$ cat src/rtl/regfile_pkg.sv
// Shared types and constants for the register file.
// Default build has no forwarding; define REGFILE_BYPASS_EN to add it.
package regfile_pkg;

    localparam int DEF_DATA_W = 8;
    localparam int DEF_ADDR_W = 3;

    typedef logic [DEF_ADDR_W-1:0] reg_addr_t;
    typedef logic [DEF_DATA_W-1:0] reg_data_t;

    localparam reg_addr_t R0 = 3'd0;
    localparam reg_addr_t R1 = 3'd1;
    localparam reg_addr_t R2 = 3'd2;
    localparam reg_addr_t R3 = 3'd3;
    localparam reg_addr_t R4 = 3'd4;
    localparam reg_addr_t R5 = 3'd5;
    localparam reg_addr_t R6 = 3'd6;
    localparam reg_addr_t R7 = 3'd7;

endpackage

$ cat src/rtl/register_n.sv
// Single DATA_W-bit register with synchronous reset and load enable.
module register_n #(
    parameter int DATA_W = 8
) (
    input  logic              clk,
    input  logic              rst,
    input  logic              en,
    input  logic [DATA_W-1:0] d,
    output logic [DATA_W-1:0] q
);

    always_ff @(posedge clk) begin
        if (rst)
            q <= '0;
        else if (en)
            q <= d;
    end

endmodule

$ cat src/rtl/register_file.sv
// Register file with two read ports, one write port and pending bits.
// Define REGFILE_BYPASS_EN for write-through forwarding to the read ports.
module register_file
    import regfile_pkg::*;
#(
    parameter int DATA_W   = DEF_DATA_W,
    parameter int ADDR_W   = DEF_ADDR_W,
    parameter int ZERO_REG = 1
) (
    input  logic              clk,
    input  logic              rst,
    input  logic              we,
    input  logic [ADDR_W-1:0] waddr,
    input  logic [DATA_W-1:0] wdata,
    input  logic [ADDR_W-1:0] raddr1,
    input  logic [ADDR_W-1:0] raddr2,
    output logic [DATA_W-1:0] rdata1,
    output logic [DATA_W-1:0] rdata2,
    input  logic              rsv,
    input  logic [ADDR_W-1:0] rsv_addr,
    output logic              busy1,
    output logic              busy2,
    output logic              any_busy
);

    localparam int DEPTH = 1 << ADDR_W;
    localparam int FIRST = (ZERO_REG != 0) ? 1 : 0;

    logic [DATA_W-1:0] regs [DEPTH];
    logic [DEPTH-1:0]  pending;
    logic [DEPTH-1:0]  wsel;
    logic [DEPTH-1:0]  rsel;

    // One-hot write/reserve selects; entry 0 masked off when hardwired.
    always_comb begin
        wsel = '0;
        rsel = '0;
        for (int i = FIRST; i < DEPTH; i++) begin
            wsel[i] = we  && (waddr    == ADDR_W'(i));
            rsel[i] = rsv && (rsv_addr == ADDR_W'(i));
        end
    end

    genvar g;
    generate
        if (ZERO_REG != 0) begin : g_zero
            assign regs[0] = '0;
        end
        for (g = FIRST; g < DEPTH; g++) begin : g_reg
            register_n #(
                .DATA_W(DATA_W)
            ) u_reg (
                .clk(clk),
                .rst(rst),
                .en (wsel[g]),
                .d  (wdata),
                .q  (regs[g])
            );
        end
    endgenerate

    // Reserve is applied after release so a same-address collision stays pending.
    always_ff @(posedge clk) begin
        if (rst)
            pending <= '0;
        else
            pending <= (pending & ~wsel) | rsel;
    end

    assign any_busy = |pending;

`ifdef REGFILE_BYPASS_EN
    logic fwd1;
    logic fwd2;

    assign fwd1   = wsel[raddr1];
    assign fwd2   = wsel[raddr2];
    assign rdata1 = fwd1 ? wdata : regs[raddr1];
    assign rdata2 = fwd2 ? wdata : regs[raddr2];
    assign busy1  = fwd1 ? rsel[raddr1] : pending[raddr1];
    assign busy2  = fwd2 ? rsel[raddr2] : pending[raddr2];
`else
    assign rdata1 = regs[raddr1];
    assign rdata2 = regs[raddr2];
    assign busy1  = pending[raddr1];
    assign busy2  = pending[raddr2];
`endif

endmodule

$ cat config.mk
export PLATFORM = sky130hd
export DESIGN_NAME = register_file
export DESIGN_NICKNAME = d
export VERILOG_FILES = /design/src/rtl/regfile_pkg.sv /design/src/rtl/register_n.sv /design/src/rtl/register_file.sv
export SDC_FILE = /design/constraint.sdc
export NUM_CORES = 1
export LEC_CHECK = 0
export CAP_MARGIN = 5
export CORE_ASPECT_RATIO = 0.5
export CORE_MARGIN = 4
export CORE_UTILIZATION = 56
export CTS_CLUSTER_SIZE = 40
export DETAILED_ROUTE_END_ITERATION = 7
export PLACE_DENSITY = 0.8
export REMOVE_ABC_BUFFERS = 1
export SLEW_MARGIN = 30
export SYNTH_ARGS = -nofsm -noshare
export SYNTH_HDL_FRONTEND = slang
export SYNTH_SLANG_ARGS = --single-unit
$ cat constraint.sdc
create_clock -name clk -period 1.66 [get_ports clk]
set_input_delay 0.332 -clock clk [delete_from_list [all_inputs] [get_ports clk]]
set_output_delay 0.332 -clock clk [all_outputs]
set_load 0.02 [all_outputs]
After elaboration in Yosys (flattened, before gate mapping)
Index checks and enable logic that the tools add are counted.
{ "totals": {"register_bits": 64, "latch_bits": 0, "ramBits": 0, "rom_bits": 0, "in_bits": 24, "word_cells": 56, "n_memories": 0} }
{ "op_classes": {"addsub": 0, "multipliers": 0, "div": 0, "n_lt_le_gt_ge": 4, "n_eq_ne": 14, "n_shift": 0, "mux": 10, "bitwise_logic": 5, "reduce_logical": 15} }
{ "op_table": {"columns": ["operator", "n"], "rows": [
  ["binary-select mux 8 bit (select 3 bit)", 2],
  ["2-to-1 mux 8 bit", 4],
  ["== test 3 bit (second input constant)", 8],
  ["logical AND 1 bit", 14],
  ["== test 3 x 2 -> 1 bit (second input constant)", 4],
  ["AND 8 bit", 1],
  ["greater-or-equal comparator 4 bit (second input constant)", 2],
  ["< comparator 3 x 4 -> 1 bit (second input constant)", 2],
  ["inverter 3 -> 4 bit", 2],
  ["inverter 8 bit", 1],
  ["bitwise OR 8 bit", 1],
  ["OR reduction 8 bit", 1],
  ["binary-select mux 1 bit (select 3 bit)", 2],
  ["== test 3 x 1 -> 1 bit (second input constant)", 2],
  ["2-to-1 mux 1 bit", 2]
]} }

Longest topological paths before layout
{ "logic_depth": {"ltp_word": 5, "ltp_mapped": 5, "depth_no_buf": 3} }

Hierarchy
Synthesis repeated with hierarchy kept, for this count alone.
{ "hier_totals": {"cells_unflattened": 349, "hier_area_um2": 3433.3} }
{ "modules_own_cells": {"columns": ["mod", "n_inst", "cells_each", "area_per_inst_um2", "seq_area_each_um2"], "rows": [
  ["register_n", 7, 26, 285.3, 160.2],
  ["register_file", 1, 167, 1436.4, 140.1]
]} }

Worst setup path before layout
Ideal clock, no wire load.
{ "synth_path": {"kind": "input port to output port", "start": "input port raddr1[2]", "end": "output port busy1", "t_arrival_ns": 1.456, "setup_slack_ns": -0.128, "path_stages": 4, "n_path_buf": 2, "cell_sequence": "clkbuf_1 > and2_1 > clkbuf_2 > a221oi_1"} }
{ "synth_between": {"elab_chain_cells": 2} }
{ "synth_rtl": {"columns": ["element", "line", "source"], "rows": [
  ["from (decl)", "register_file.sv:15", "input logic [ADDR_W-1:0] raddr1,"],
  ["binary-select mux 1 bit (select 3 bit)", "register_file.sv:85", "assign busy1 = pending[raddr1];"],
  ["2-to-1 mux 1 bit (not written as such)", "register_file.sv:85", null],
  ["to (decl)", "register_file.sv:21", "output logic busy1,"]
]} }
No other way between the ends. The select of a mux whose other input is x is not followed.

Worst setup path after layout
{ "layout_path": {"start": "register g_reg[1].u_reg.q[6]", "end": "output port rdata2[6]"} }
{ "layout_between": {"elab_chain_cells": 3} }
{ "layout_rtl": {"columns": ["element", "line", "source"], "rows": [
  ["from (decl)", "register_n.sv:9", "output logic [DATA_W-1:0] q"],
  ["from (signal assigned)", "register_n.sv:14", "q <= '0;"],
  ["from (signal assigned)", "register_n.sv:16", "q <= d;"],
  ["binary-select mux 8 bit (select 3 bit)", "register_file.sv:84", "assign rdata2 = regs[raddr2];"],
  ["2-to-1 mux 8 bit (not written as such) (2 in series)", "register_file.sv:84", null],
  ["to (decl)", "register_file.sv:18", "output logic [DATA_W-1:0] rdata2,"]
]} }
No other way between the ends. The select of a mux whose other input is x is not followed.

==> flow_summary.json <==
{
  "place_area_mm2": 0.00406,
  "fin_ws_ns": -0.177,
  "slew_headroom_pct": 71.0,
  "remaining_drc_errors": 2,
  "layout-drive-gt1-share_pct": 37.3,
  "clock_path_buffers": 2,
  "cts_tree": "done",
  "nFillCells": 242,
  "wire_per_inst_um": 29.3,
  "power.internal_w": 0.00325,
  "syn_to_final_growth_pct": 44.0,
  "comb_power_share_pct": 17.8,
  "synth_xor_area_share_pct": 0,
  "slew_violations": 0,
  "critPathBufInv": 1,
  "drv_cap": 0,
  "grt_max_degree": 64,
  "fp.dieH_um": 63.5,
  "synth_ff_type": "dfxtp_1",
  "start_kind": "register",
  "path_clk_slew_ns": 0.05,
  "ant_nets": 0,
  "wl_met2_um": 6520,
  "grt_pass1_vias": 4032,
  "grt_overflow": 0,
  "routabilityCongestion": 1.05,
  "final_cells": 548,
  "diodes": 0,
  "fp-row-count": 19,
  "placed_cells": 519,
  "yosys.area_share.simple_pct": 20.0,
  "io_pins": 43,
  "synth.distinct_cells": 28,
  "power_frac_seq_pct": 35.2,
  "synth_area_mm2": 0.00345,
  "routed_wl_um": 16100,
  "core_area_mm2": 0.00571,
  "antenna_found_initial": 0,
  "start_util_pct": 60.4,
  "yosysWarnings": 0,
  "power_density_mw_per_mm2": 908,
  "hpwl_um": 7510,
  "synth_seq_cells": 63,
  "numClockSinks": 63,
  "crit_type": "reg -> out",
  "port_buffers": 42,
  "drtPass1Iterations": 8,
  "worstPathArrival_ns": 1.50,
  "grt_setup_unrepaired": "true",
  "crit_path_max_fanout": 3,
  "synth_compound_area_share_pct": 19.6,
  "power.switching_w": 0.00126,
  "setup_viol": 18,
  "worst_slew_pin_slew_ns": 0.433,
  "final_cell_area_mm2": 0.00496,
  "numCtsBuffers": 9,
  "period_share_pct": 111,
  "final.min_clock_period_ns": 1.84,
  "grt_usage_pct": 36.9,
  "pwr-share-clk_pct": 46.9,
  "synth_top_family_by_area": "simple AND/OR/NAND/NOR gates",
  "dieWidth_um": 119,
  "clk_root_buffer_cell": "clkbuf_16",
  "synthCells": 400,
  "endpoint_kind": "output pin",
  "m1WireLength_um": 5400,
  "final_util_pct": 87.0,
  "status": "complete, but fails checks",
  "fp.dieArea_mm2": 0.00755,
  "fmax_mhz": 544,
  "cpLargestDelayFamily": "compound AO/OA/AOI/OAI gates",
  "ys_seq_area_share_pct": 36.6,
  "violations": "DRC, setup timing",
  "grt_pass1_wl_um": 21600,
  "async_flop_share_pct": 0,
  "irDropWorstVdd_mv": 0.710,
  "power_leakage_nw": 1.93,
  "switching_share_pct": 27.9,
  "hold_class": "reg -> reg",
  "worstPathCellList": "mux2_4 > a221oi_4 > a221oi_2 > buf_4",
  "drt_iter0_markers": 832,
  "clk_latency_ns": 0.33,
  "viasPerCell": 7.64,
  "syn_area_per_cell_um2": 8.62,
  "cp.required_ns": 1.33,
  "crit_slowest_cell": "dfxtp_2",
  "synthMuxAreaShare_pct": 16.6,
  "clock_skew_ns": 0,
  "synth_adder_area_share_pct": 0,
  "final-hold-violation-count": 0,
  "routed-wl-met3_um": 2550,
  "cpPeakStageDelay_ns": 0.32,
  "h-tree-depth": 3,
  "dr.max_layer_used": "met4",
  "synth_edf_count": 0,
  "vias": 4188,
  "final_nets": 494
}
==> placed cells by master (no fill, tap or decap), drive strengths merged <==
cell	instances
mux2	18
and2	2
nand4b	3
and4bb	3
nor2b	7
and4	1
dfxtp	63
nor2	7
nor4	1
clkbuf	12
nand2	114
nand4bb	3
nand4	2
dlygate4sd2	1
bufinv	2
clkinv	2
clkinvlp	1
and4b	3
a221oi	36
mux2i	36
nor3	1
a21oi	57
clkdlybuf4s50	16
a22oi	2
buf	78
a32oi	4
==> sequential cells by signal, summed over array words and instances, names as in the netlist <==
| name | count |
|---|---|
| pending | 7 |
| g.u_reg.q | 56 |
==> stage by stage <==
| step | power (W) | TNS [ns] | hold WS (ns) | setup slack [ns] |
|---|---|---|---|---|
| floorplan | 0.00183 | -2.09 | 0.401 | -0.136 |
| global placement | 0.00219 | -19.59 | 0.449 | -1.15 |
| detailed placement | 0.00221 | -22.81 | 0.458 | -1.28 |
| CTS | 0.00431 | -1.98 | 0.466 | -0.155 |
| global route | 0.00457 | -2.84 | 0.490 | -0.204 |
| finish | 0.00451 | -2.42 | 0.470 | -0.177 |
==> kinds of logic after synthesis <==
family	count (synthesis)
compound gates	99
buf+inv	37
flops	63
mux	54
simple gates	147
==> layer usage <==
layer | up-vias | track usage [%]
met2 | 487 | 58.2
met1 | 1904 | 42.3
li1 | 1596 | -
met3 | 201 | 14.6
met5 | - | 0
met4 | 0 | 22.9
==> timing repair <==
item / in CTS / in global routing
pin swaps: 8 / 13
hold buffers: 0 / 0
endpoints found under the setup margin: 19 / 19
cloned: 3 / 0
setup buffers: 7 / 3
gates resized for setup: 192 / 41
==> cells in the mapped netlist (4+ instances only) <==
cell type,instances,area (um^2)
a21oi_1,57,285
a221oi_1,32,280
a221oi_2,4,60.1
a32oi_1,4,35.0
buf_12,4,80.1
buf_2,11,55.1
buf_4,4,30.0
clkbuf_1,11,41.3
dfxtp_1,63,1260
mux2_2,16,180
mux2i_1,36,360
nand2_1,114,428
nor2_1,7,26.3
nor2b_1,7,43.8
==> worst paths after layout <==
kind	startpoint	to	slack, ns	cells past startpoint
setup / recovery	g_reg[1].u_reg.q[6]$_SDFFE_PP0P_	rdata2[6]	-0.18	4
hold / removal	g_reg[1].u_reg.q[6]$_SDFFE_PP0P_	g_reg[1].u_reg.q[6]$_SDFFE_PP0P_	0.47	2
setup reg to reg	pending[5]$_SDFF_PP0_	pending[5]$_SDFF_PP0_	0.75	3
hold reg to reg	g_reg[1].u_reg.q[6]$_SDFFE_PP0P_	g_reg[1].u_reg.q[6]$_SDFFE_PP0P_	0.47	2
==> power by group through the flow <==
stage	sequential, W	clock [W]	combinational [W]
floorplan	0.00160	0	0.000234
global placement	0.00160	0	0.000587
detailed placement	0.00161	0	0.000602
CTS	0.00158	0.00204	0.000691
global route	0.00159	0.00216	0.000822
finish	0.00159	0.00212	0.000805
==> worst reg2reg max path, cell delays in order (launching register included) <==
cell and delay, ns:
dfxtp_1 0.34, buf_4 0.16, a32oi_1 0.20, nor2_1 0.08
==> layout make-up <==
class	instances	area [um^2]	share of cell area, %
Clock buffer	11	243	4.89
Clock inverter	5	81.3	1.64
Tap cell	73	91.3	1.84
Sequential cell	63	1280	25.8
Multi-Input combinational cell	300	2390	48.1
Timing Repair Buffer	96	877	17.7
No activity file was read; power rests on OpenSTA's default activity.
